`src/rtl/fpu_issue_ctrl_pkg.sv`:
```
// fpu_ctrl_pkg: FPU op codes, unit map and latency table shared by the issue controller.
package fpu_ctrl_pkg;
  localparam int OP_FMADD = 0, OP_FMSUB = 1, OP_FADD = 2, OP_FMUL = 3, OP_FMV = 4;
  localparam int OP_FSGNJ = 5, OP_FDIV = 6, OP_FCMP = 7, OP_FCVT_W = 8, OP_FCVT_S = 9;
  localparam int U_ADD = 0, U_MUL = 1, U_DIV = 2, U_MISC = 3;
  localparam int MAX_LAT = 16;
  function automatic int fpu_lat(input int op);
    case (op)
      OP_FMADD, OP_FMSUB:   return 7;
      OP_FADD:              return 5;
      OP_FMUL:              return 6;
      OP_FSGNJ, OP_FCMP:    return 1;
      OP_FDIV:              return 16;
      OP_FCVT_W, OP_FCVT_S: return 6;
      default:              return 0;
    endcase
  endfunction
  function automatic int fpu_unit(input int op);
    case (op)
      OP_FMADD, OP_FMSUB, OP_FMUL: return U_MUL;
      OP_FDIV:                     return U_DIV;
      OP_FMV, OP_FSGNJ, OP_FCMP,
      OP_FCVT_W, OP_FCVT_S:        return U_MISC;
      default:                     return U_ADD;
    endcase
  endfunction
  function automatic bit lat_fits(input int cnt_w);
    return MAX_LAT <= (1 << cnt_w) - 1;
  endfunction
endpackage

```
`src/rtl/fpu_issue_ctrl_if.sv`:
```
// fpu_issue_ctrl_if: EX-stage request and write-back status bundle for the FPU issue controller.
interface fpu_issue_ctrl_if #(parameter int NUM_UNITS = 4, parameter int OP_W = 4, parameter int TAG_W = 5);
  localparam int UW = $clog2(NUM_UNITS);
  logic fpu_sel;
  logic [OP_W-1:0] fpu_op;
  logic [TAG_W-1:0] fpu_rd;
  logic fpu_rd_we;
  logic [TAG_W-1:0] fpu_rs1;
  logic [TAG_W-1:0] fpu_rs2;
  logic flush;
  logic fpu_stall;
  logic fpu_issue;
  logic [NUM_UNITS-1:0] unit_busy;
  logic wb_valid;
  logic [UW-1:0] wb_unit;
  logic [TAG_W-1:0] wb_tag;
  modport master (
    output fpu_sel, fpu_op, fpu_rd, fpu_rd_we, fpu_rs1, fpu_rs2, flush,
    input  fpu_stall, fpu_issue, unit_busy, wb_valid, wb_unit, wb_tag
  );
  modport slave (
    input  fpu_sel, fpu_op, fpu_rd, fpu_rd_we, fpu_rs1, fpu_rs2, flush,
    output fpu_stall, fpu_issue, unit_busy, wb_valid, wb_unit, wb_tag
  );
endinterface

```
`src/rtl/fpu_unit_timer.sv`:
```
// fpu_unit_timer: per-unit latency counter with destination tag; write-enable tracking only with FPU_SCOREBOARD_EN.
module fpu_unit_timer #(parameter int CNT_W = 5, parameter int TAG_W = 5) (
  input  logic clock,
  input  logic clear,
  input  logic load,
  input  logic grant,
  input  logic flush,
  input  logic [CNT_W-1:0] lat,
  input  logic [TAG_W-1:0] rd,
`ifdef FPU_SCOREBOARD_EN
  input  logic rd_we,
  output logic writer,
`endif
  output logic [TAG_W-1:0] tag,
  output logic counting,
  output logic pending,
  output logic busy
);
  logic [CNT_W-1:0] cnt;
  assign counting = cnt > CNT_W'(1);
  assign pending = cnt == CNT_W'(1);
  assign busy = |cnt;
  // an ungranted unit parks at cnt==1 until the arbiter picks it
  always_ff @(posedge clock or posedge clear)
    if (clear) begin
      cnt <= '0;
      tag <= '0;
    end else if (flush) cnt <= '0;
    else if (load) begin
      cnt <= lat;
      tag <= rd;
    end else if (counting) cnt <= cnt - CNT_W'(1);
    else if (grant) cnt <= '0;
`ifdef FPU_SCOREBOARD_EN
  logic we;
  always_ff @(posedge clock or posedge clear)
    if (clear) we <= 1'b0;
    else if (load && !flush) we <= rd_we;
  assign writer = busy & we;
`endif
endmodule

```
`src/rtl/fpu_issue_ctrl.sv`:
```
// fpu_issue_ctrl: FPU issue/stall control with per-unit timers and write-back arbiter.
// FPU_SCOREBOARD_EN selects overlapped issue with RAW/WAW scoreboard; otherwise one op in flight.
module fpu_issue_ctrl import fpu_ctrl_pkg::*; #(
  parameter int NUM_UNITS = 4,
  parameter int OP_W = 4,
  parameter int CNT_W = 5,
  parameter int TAG_W = 5
) (
  input logic clock,
  input logic clear,
  fpu_issue_ctrl_if.slave bus
);
  localparam int UW = $clog2(NUM_UNITS);
  if (!lat_fits(CNT_W)) begin : g_chk
    $error("CNT_W too narrow for the longest FPU latency");
  end
  logic [TAG_W-1:0] tag [NUM_UNITS];
  logic [NUM_UNITS-1:0] counting, pending, busy, grant, load;
  logic [CNT_W-1:0] lat;
  logic [UW-1:0] unit, win;
  logic tracked;
  assign lat = CNT_W'(fpu_lat(int'(bus.fpu_op)));
  assign unit = UW'(fpu_unit(int'(bus.fpu_op)));
  assign tracked = |lat;
`ifdef FPU_SCOREBOARD_EN
  logic [NUM_UNITS-1:0] writer, raw, waw;
  logic structural;
`endif
  for (genvar i = 0; i < NUM_UNITS; i++) begin : g_unit
    fpu_unit_timer #(.CNT_W(CNT_W), .TAG_W(TAG_W)) u_timer (
      .clock(clock),
      .clear(clear),
      .load(load[i]),
      .grant(grant[i]),
      .flush(bus.flush),
      .lat(lat),
      .rd(bus.fpu_rd),
`ifdef FPU_SCOREBOARD_EN
      .rd_we(bus.fpu_rd_we),
      .writer(writer[i]),
`endif
      .tag(tag[i]),
      .counting(counting[i]),
      .pending(pending[i]),
      .busy(busy[i])
    );
  end
`ifdef FPU_SCOREBOARD_EN
  for (genvar i = 0; i < NUM_UNITS; i++) begin : g_haz
    assign raw[i] = writer[i] && (tag[i] == bus.fpu_rs1 || tag[i] == bus.fpu_rs2);
    assign waw[i] = writer[i] && bus.fpu_rd_we && tag[i] == bus.fpu_rd;
  end
  // lowest pending index wins; a granted unit may be reloaded in the same cycle
  assign grant = bus.flush ? '0 : pending & (~pending + NUM_UNITS'(1));
  assign structural = counting[unit] || (pending[unit] && !grant[unit]);
  assign bus.fpu_stall = bus.fpu_sel && tracked && (structural || (|raw) || (|waw));
  assign bus.fpu_issue = bus.fpu_sel && tracked && !bus.fpu_stall;
`else
  // the op stays in EX while its unit counts down and leaves on its write-back cycle
  assign grant = bus.flush ? '0 : pending;
  assign bus.fpu_stall = bus.fpu_sel && tracked && (!(|busy) || (|counting));
  assign bus.fpu_issue = bus.fpu_sel && tracked && !(|busy);
`endif
  always_comb begin
    win = '0;
    for (int i = NUM_UNITS - 1; i >= 0; i--) if (pending[i]) win = UW'(i);
  end
  assign load = (bus.fpu_issue && !bus.flush) ? NUM_UNITS'(1) << unit : '0;
  assign bus.unit_busy = busy;
  assign bus.wb_valid = (|pending) && !bus.flush;
  assign bus.wb_unit = bus.wb_valid ? win : '0;
  assign bus.wb_tag = bus.wb_valid ? tag[win] : '0;
endmodule

```
`src/flat_wrapper.sv`:
```
// flat-port wrapper written by rule: the top's interface ports become plain ports
module fpu_issue_ctrl_flat import fpu_ctrl_pkg::*;
#(
  parameter int NUM_UNITS = 4,
  parameter int OP_W = 4,
  parameter int CNT_W = 5,
  parameter int TAG_W = 5
)
  (clock, clear, bus_fpu_sel, bus_fpu_op, bus_fpu_rd, bus_fpu_rd_we, bus_fpu_rs1, bus_fpu_rs2, bus_flush, bus_fpu_stall, bus_fpu_issue, bus_unit_busy, bus_wb_valid, bus_wb_unit, bus_wb_tag);
  fpu_issue_ctrl_if #(.NUM_UNITS(NUM_UNITS), .OP_W(OP_W), .TAG_W(TAG_W)) bus_i ();
  input logic clock;
  input logic clear;
  input wire logic [$bits(bus_i.fpu_sel)-1:0] bus_fpu_sel;
  input wire logic [$bits(bus_i.fpu_op)-1:0] bus_fpu_op;
  input wire logic [$bits(bus_i.fpu_rd)-1:0] bus_fpu_rd;
  input wire logic [$bits(bus_i.fpu_rd_we)-1:0] bus_fpu_rd_we;
  input wire logic [$bits(bus_i.fpu_rs1)-1:0] bus_fpu_rs1;
  input wire logic [$bits(bus_i.fpu_rs2)-1:0] bus_fpu_rs2;
  input wire logic [$bits(bus_i.flush)-1:0] bus_flush;
  output wire logic [$bits(bus_i.fpu_stall)-1:0] bus_fpu_stall;
  output wire logic [$bits(bus_i.fpu_issue)-1:0] bus_fpu_issue;
  output wire logic [$bits(bus_i.unit_busy)-1:0] bus_unit_busy;
  output wire logic [$bits(bus_i.wb_valid)-1:0] bus_wb_valid;
  output wire logic [$bits(bus_i.wb_unit)-1:0] bus_wb_unit;
  output wire logic [$bits(bus_i.wb_tag)-1:0] bus_wb_tag;
  assign bus_i.fpu_sel = bus_fpu_sel;
  assign bus_i.fpu_op = bus_fpu_op;
  assign bus_i.fpu_rd = bus_fpu_rd;
  assign bus_i.fpu_rd_we = bus_fpu_rd_we;
  assign bus_i.fpu_rs1 = bus_fpu_rs1;
  assign bus_i.fpu_rs2 = bus_fpu_rs2;
  assign bus_i.flush = bus_flush;
  assign bus_fpu_stall = bus_i.fpu_stall;
  assign bus_fpu_issue = bus_i.fpu_issue;
  assign bus_unit_busy = bus_i.unit_busy;
  assign bus_wb_valid = bus_i.wb_valid;
  assign bus_wb_unit = bus_i.wb_unit;
  assign bus_wb_tag = bus_i.wb_tag;
  fpu_issue_ctrl #(.NUM_UNITS(NUM_UNITS), .OP_W(OP_W), .CNT_W(CNT_W), .TAG_W(TAG_W)) u_core (.clock(clock), .clear(clear), .bus(bus_i));
endmodule
```
`config.mk`:
```
export PLATFORM = sky130hd
export DESIGN_NAME = fpu_issue_ctrl_flat
export DESIGN_NICKNAME = d
export VERILOG_FILES = /design/src/rtl/fpu_issue_ctrl_pkg.sv /design/src/rtl/fpu_issue_ctrl_if.sv /design/src/rtl/fpu_unit_timer.sv /design/src/rtl/fpu_issue_ctrl.sv /design/src/flat_wrapper.sv
export SDC_FILE = /design/constraint.sdc
export NUM_CORES = 1
export LEC_CHECK = 0
export CORE_MARGIN = 8
export CORE_UTILIZATION = 24
export DETAILED_ROUTE_END_ITERATION = 10
export GPL_ROUTABILITY_DRIVEN = 0
export PLACE_DENSITY = 0.47
export REMOVE_ABC_BUFFERS = 1
export SYNTH_ARGS = -nofsm -noshare
export SYNTH_HDL_FRONTEND = slang
export SYNTH_SLANG_ARGS = --single-unit
```
`constraint.sdc`:
```
create_clock -name clock -period 2.8 [get_ports clock]
set_input_delay 0.7 -clock clock [delete_from_list [all_inputs] [get_ports clock]]
set_output_delay 0.7 -clock clock [all_outputs]
set_load 0.005 [all_outputs]
```
Word level (Yosys, flattened, before mapping)

Memory sizes are Yosys's and may differ from the RTL's.
Index checks and enable logic that the tools add are counted.

Word-level logic and storage cells: 77
Flip-flop bits (word level): 40
Memories kept: 2
Output and inout bits: 14
Memory bits (read-only): 96
Bits of input ports: 24

Add/subtract/negate cells: 4
Bitwise gates (word level): 2
Equality and inequality tests: 4
Magnitude comparators: 5
Shift operators: 1
Reductions and logical operators: 24
Mux-type cells: 27

Memories:

| memory          | depth | bits a word | read ports | clocked after Yosys merged registers in | wr ports | RTL line                 | RTL |
|---|---|---|---|---|---|---|---|
| (no name shown) | 16    | 4           | 1          | 0                                       | 0        | fpu_issue_ctrl_pkg.sv:8  | `case (op)` |
| (no name shown) | 16    | 2           | 1          | 0                                       | 0        | fpu_issue_ctrl_pkg.sv:19 | `case (op)` |

Operators with widths:

| cell                  | number |
|---|---|
| $mux W5               | 19 |
| $reduce_or A5 Y1      | 5 |
| $eq A5 B1 Y1 const B  | 4 |
| $gt A5 B1 Y1 const B  | 4 |
| $reduce_or A20 Y1     | 1 |
| $sub A5 B1 Y5 const B | 4 |
| $reduce_bool A4 Y1    | 4 |
| $bmux W5 S2           | 1 |
| $mux W2               | 5 |
| $mux W4               | 2 |
| $reduce_and A2 Y1     | 4 |
| $reduce_or A4 Y1      | 2 |
| $logic_and A1 B1 Y1   | 5 |
| $shl A1 B2 Y4 const A | 1 |
| $ge A3 B3 Y1 const B  | 1 |
| $not A2 Y3            | 1 |
| $logic_not A1 Y1      | 2 |
| $logic_or A1 B1 Y1    | 1 |
| $not A1 Y1            | 1 |

Logic depth before layout (Yosys ltp)

Depth after elaboration: 10
Mapped depth: 7
Mapped depth without buffers: 6

By module

A second synthesis with hierarchy kept.

Cell total of the unflattened synthesis: 287
Area, all modules: 2740.1 um^2

By module, submodules not included:

| module         | seq. area each (um^2) | instances | area an instance (um^2) | cells each |
|---|---|---|---|---|
| fpu_unit_timer | 250.2                 | 4         | 579.3                   | 56 |
| fpu_issue_ctrl | 0.0                   | 1         | 422.9                   | 63 |

Worst setup path after synthesis

No wires, ideal clock.

Kind: reg2out
From: register u_core.g_unit[2].u_timer.cnt[1]
To: output port bus_wb_tag[0]
Cell stages (with the launch flop): 8
Path buffers: 1
Setup slack: 0.285 ns
Required time: 2.100 ns
Data arrival time: 1.815 ns
Cells stage by stage: dfrtp_1 > inv_1 > ha_1 > nor4b_2 > a21oi_1 > or3_1 > clkbuf_1 > o22ai_1

Cells in the longest elaborated chain, start to end: 9
Elaborated cells on any way between the ends: 11
Those cells by class: 1 x eq/ne; 7 x mux; 1 x bitwise; 2 x reduce/logical

RTL lines:

| element                                    | RTL line             | RTL |
|---|---|---|
| start: declaration                         | fpu_unit_timer.sv:19 | `logic [CNT_W-1:0] cnt;` |
| start signal: assignment                   | fpu_unit_timer.sv:30 | `cnt <= lat;` |
| start signal: assignment                   | fpu_unit_timer.sv:32 | `end else if (counting) cnt <= cnt - CNT_W'(1);` |
| $eq A5 B1 Y1 *                             | fpu_unit_timer.sv:21 | `assign pending = cnt == CNT_W'(1);` |
| $mux W2 (3 in a row)                       | fpu_issue_ctrl.sv:66 | `for (int i = NUM_UNITS - 1; i >= 0; i--) if (pending[i]) win = UW'(i);` |
| $not A2 Y3 (implied by the code)           | fpu_issue_ctrl.sv:72 | `assign bus.wb_tag = bus.wb_valid ? tag[win] : '0;` |
| $bmux W5 S2                                | fpu_issue_ctrl.sv:72 |  |
| $mux W5 (implied by the code) (2 in a row) | fpu_issue_ctrl.sv:72 |  |
| $mux W5 *                                  | fpu_issue_ctrl.sv:72 |  |
| end: declaration                           | flat_wrapper.sv:25   | `output wire logic [$bits(bus_i.wb_tag)-1:0] bus_wb_tag;` |

Every way passes the cells marked *; elsewhere a longest branch is shown, timed or not. The select of a mux whose other input is x is not followed.

Worst setup path in the final report

From: register u_core.g_unit[2].u_timer.cnt[1]
To: output port bus_wb_tag[3]

The elaborated chain is that of the path after synthesis.

==> run_summary.xml <==
<?xml version="1.0" encoding="UTF-8"?>
<metrics>
  <group name="synth">
    <metric name="postSynthCellCount" unit="">227</metric>
    <metric name="yosysUniqueCellTypes" unit="">50</metric>
    <metric name="synth_area_per_cell" unit="sq um">10.4</metric>
    <metric name="netlist_top_cells_area" unit="">sky130_fd_sc_hd__dfrtp_1 (42%), sky130_fd_sc_hd__mux2_2 (9.5%), sky130_fd_sc_hd__ha_1 (6.3%)</metric>
    <metric name="synthFlopType" unit="">sky130_fd_sc_hd__dfrtp_1</metric>
    <metric name="synth-seq-cells" unit="">40</metric>
    <metric name="synth_area" unit="sq um">2370</metric>
    <metric name="number_of_flops_mapped_to_enable_cells_by_yosys" unit="">0</metric>
    <metric name="synth-async-reset-ratio" unit="%">100</metric>
    <metric name="sequential_element_share_of_the_synthesized_area" unit="%">42.3</metric>
    <metric name="yosys_warnings" unit="">0</metric>
    <metric name="synth_area_leader_cell" unit="">sky130_fd_sc_hd__dfrtp_1</metric>
    <metric name="netlist.area_leader.share" unit="%">42.3</metric>
  </group>
  <group name="placement">
    <metric name="place.detailed.instances" unit="">421</metric>
    <metric name="placement.cell_area" unit="sq um">3080</metric>
    <metric name="buffer_ports.inserted" unit="">26</metric>
    <metric name="dp_hpwl" unit="mm">4.55</metric>
  </group>
  <group name="detailed_routing">
    <metric name="number_of_antenna_violating_nets_in_the_routed_design" unit="">0</metric>
    <metric name="met1_length" unit="mm">2.96</metric>
    <metric name="detailed_route_drc_error_count" unit="">0</metric>
    <metric name="met3WireLength" unit="um">152</metric>
    <metric name="drt_iter0_drc" unit="">69</metric>
    <metric name="met2_length" unit="mm">3.04</metric>
    <metric name="highest_metal_layer_with_signal_wires" unit="">met4</metric>
    <metric name="vias_per_cell" unit="">4.46</metric>
    <metric name="dr.pass1.iters" unit="">4</metric>
    <metric name="wirelength" unit="mm">6.18</metric>
    <metric name="vias" unit="">1952</metric>
    <metric name="avgRoutedWirePerCell" unit="um">14.1</metric>
  </group>
  <group name="die">
    <metric name="chipWidth" unit="um">115</metric>
    <metric name="io_pins" unit="">38</metric>
    <metric name="die_height" unit="um">115</metric>
    <metric name="start_util" unit="%">24.5</metric>
    <metric name="rows" unit="">36</metric>
    <metric name="fp.coreArea" unit="sq um">9680</metric>
    <metric name="die_area" unit="sq um">13300</metric>
  </group>
  <group name="pwr">
    <metric name="internal_power" unit="W">0.00190</metric>
    <metric name="power_frac_clock" unit="%">16.6</metric>
    <metric name="totalPowerFinal" unit="W">0.00303</metric>
    <metric name="switchingPower" unit="W">0.00112</metric>
    <metric name="power_frac_seq" unit="%">27.4</metric>
    <metric name="cellPowerDensity" unit="nW/um^2">898</metric>
    <metric name="power.share.combinational" unit="%">56.0</metric>
    <metric name="cellLeakagePower" unit="nW">1.57</metric>
    <metric name="maximum_vdd_ir_drop" unit="mV">0.331</metric>
    <metric name="power.share.switching" unit="%">37.1</metric>
  </group>
  <group name="setup_path">
    <metric name="worst_reg2reg_path_endpoint" unit="">u_core.g_unit[3].u_timer.tag[1]</metric>
    <metric name="worstPathRequired" unit="ns">2.10</metric>
    <metric name="reg2regPathDepth" unit="">9</metric>
    <metric name="worstSetupEndpointType" unit="">output port</metric>
    <metric name="timing.setup.critical_path_class" unit="">flop to output port</metric>
    <metric name="cp_cell_instances" unit="">inv_2 -&gt; ha_4 -&gt; nor4b_4 -&gt; buf_4 -&gt; a21oi_2 -&gt; or3_4 -&gt; buf_6 -&gt; o22ai_2 -&gt; buf_2</metric>
    <metric name="timing.critical_path.fanout_max" unit="">4</metric>
    <metric name="cpMaxStageDelayCell" unit="">sky130_fd_sc_hd__dfrtp_1</metric>
    <metric name="critPathTopFamily" unit="">simple AND/OR/NAND/NOR gates</metric>
    <metric name="reg2reg_slack" unit="ns">0.32</metric>
    <metric name="crit-reg2reg-launch" unit="">u_core.g_unit[1].u_timer.cnt[0]</metric>
    <metric name="slowest_cell_delay_on_critical_path" unit="ns">0.39</metric>
    <metric name="worst-endpoint-arrival" unit="ns">2.10</metric>
    <metric name="setup.worst_path.start_class" unit="">flop</metric>
    <metric name="cp.buffers_inverters" unit="">4</metric>
  </group>
  <group name="global_routing">
    <metric name="grt_pass1_vias" unit="">2157</metric>
    <metric name="grt_pass1_wl" unit="mm">10.7</metric>
    <metric name="overflow" unit="">0</metric>
    <metric name="grt.total_usage" unit="%">10.1</metric>
    <metric name="grt_max_degree" unit="">41</metric>
    <metric name="grt_antenna_before_repair" unit="">0</metric>
  </group>
  <group name="sta">
    <metric name="worstMarginPinSlew" unit="ns">0.541</metric>
    <metric name="highest_clock_rate" unit="MHz">357</metric>
    <metric name="timing.final.ws_setup" unit="ns">-0.00500</metric>
    <metric name="final.period_utilization" unit="%">100</metric>
    <metric name="timing.final.max_slew_violations" unit="">0</metric>
    <metric name="setup_tns" unit="ns">-0.00500</metric>
    <metric name="period_minus_slack" unit="ns">2.80</metric>
    <metric name="finalSetupViolations" unit="">1</metric>
    <metric name="final-hold-violation-count" unit="">0</metric>
    <metric name="worst_slew_margin_rel" unit="%">64.0</metric>
    <metric name="whs" unit="ns">0.493</metric>
    <metric name="clock_skew" unit="ns">0.0102</metric>
    <metric name="rsz_0062_raised_after_global_routing" unit="">yes</metric>
  </group>
  <group name="cells_and_area">
    <metric name="number_of_standard_cells_in_the_final_layout_excluding_fillers" unit="">438</metric>
    <metric name="post_route_cells_drive_above_1_share" unit="%">41.3</metric>
    <metric name="nets" unit="">340</metric>
    <metric name="layout_common_cells" unit="">sky130_fd_sc_hd__buf_4 (51), sky130_fd_sc_hd__dfrtp_1 (40), sky130_fd_sc_hd__mux2_2 (20)</metric>
    <metric name="final_common_cell" unit="">sky130_fd_sc_hd__buf_4</metric>
    <metric name="area_delta_synth_final" unit="%">42.3</metric>
    <metric name="fin_area" unit="sq um">3370</metric>
    <metric name="antennaDiodeCount" unit="">0</metric>
  </group>
  <group name="cts">
    <metric name="cts.reportedPaths.clkPinSlew" unit="ns">0.09</metric>
    <metric name="clock_insertion_delay_worst_skew" unit="ns">0.30</metric>
    <metric name="clock_tree.htree_level_count" unit="">2</metric>
    <metric name="clock_tree.buffer_depth" unit="">2</metric>
    <metric name="clock-root-buffer" unit="">sky130_fd_sc_hd__clkbuf_8</metric>
    <metric name="numCtsBuffers" unit="">5</metric>
    <metric name="tritoncts_num_sinks" unit="">40</metric>
    <metric name="hold_buffers" unit="">0</metric>
    <metric name="cts_tree" unit="">yes</metric>
  </group>
  <group name="run_status">
    <metric name="violations" unit="">setup timing</metric>
    <metric name="run_status" unit="">finished, violations left</metric>
  </group>
  <group name="hold_path">
    <metric name="hold-path-endpoint" unit="">u_core.g_unit[3].u_timer.tag[4]</metric>
    <metric name="min_delay_path_depth" unit="">1</metric>
    <metric name="holdCritPathClass" unit="">flop to flop</metric>
    <metric name="worst_hold_startpoint" unit="">u_core.g_unit[3].u_timer.tag[4]</metric>
  </group>
  <group name="flow_run">
    <metric name="cap_viol_max_count" unit="">0</metric>
  </group>
</metrics>
[cells in the mapped netlist (all sizes together), types with 2 or more instances]
master  instances
dfrtp          40
mux2           21
nor2           18
nand2          14
nor3           14
inv            13
ha             12
a22oi          11
a21oi           9
o21ai           7
buf             5
clkbuf          5
nor4b           5
o22ai           5
nor2b           4
xor2            4
mux2i           3
nor4            3
xnor2           3
and2            2
nand2b          2
nand4           2
o21a            2
o21bai          2
o31ai           2
or3b            2
or4b            2
[layer usage]
metal / up-vias / track usage (%)
li1: 971 / -
met1: 953 / 12.7
met2: 26 / 17.1
met3: 2 / 2.21
met4: 0 / 2.54
met5: - / 0
[kinds of logic (layout without fill, tap and decap cells)]
family / after synthesis / after routing / share of synthesized area [%]
AOI/OAI and AO/OA: 43 / 43 / 12.0
xor gates and xnor gates: 7 / 7 / 2.59
muxes: 24 / 24 / 11.3
and+or+nand+nor: 78 / 78 / 21.2
buffers and inverters: 23 / 101 / 4.33
adders and majority gates: 12 / 12 / 6.34
DFF: 40 / 40 / 42.3
[stage by stage]
stage	utilization, %	setup WS [ns]
CTS	34.7	-0.0746
global route	34.8	-0.116
finish	34.8	-0.00500
floorplan	-	0.304
detailed placement	31.8	-0.347
global placement	31.8	-0.356
[area by class of cell]
type	instances	area [sq um]
repair buffers	80	652
inverters	13	48.8
well taps	133	166
clock buffers	5	68.8
flip-flops and latches	40	1000
multi-input cells	164	1390
fillers	977	6310
clock inverters	3	47.5
[power by group through the flow]
stage | registers (W) | clock network [W] | logic [W]
3_5_place_dp | 0.000826 | 0 | 0.00155
4_1_cts | 0.000828 | 0.000524 | 0.00171
2_1_floorplan | 0.000865 | 0 | 0.000790
5_1_grt | 0.000852 | 0.000540 | 0.00189
3_3_place_gp | 0.000822 | 0 | 0.00154
6_report | 0.000829 | 0.000502 | 0.00170
[flip-flops by register name, summed over array words and instances (netlist names)]
register / cells
u_core.g_unit.u_timer.cnt: 20
u_core.g_unit.u_timer.tag: 20
[worst max-delay path by stage]
stage | endpoint | depth (start not counted) | startpoint
after floorplan | bus_wb_tag[0] | 6 | u_core.g_unit[0].u_timer.cnt[1]
after global placement | bus_wb_tag[4] | 4 | bus_flush
after detailed placement | bus_wb_tag[0] | 4 | bus_flush
after CTS | bus_wb_tag[4] | 9 | u_core.g_unit[2].u_timer.cnt[1]
after global routing | bus_wb_tag[3] | 10 | u_core.g_unit[2].u_timer.cnt[1]
final | bus_wb_tag[3] | 9 | u_core.g_unit[2].u_timer.cnt[1]
[timing repair]
| action | CTS | global route |
|---|---|---|
| pin swaps | 8 | 8 |
| setup endpoints to repair | 10 | 7 |
| endpoints found under the hold margin | 0 | 0 |
| gates resized for setup | 56 | 4 |
| buffers inserted | 9 | 1 |
No activity file was read; power rests on OpenSTA's default activity.
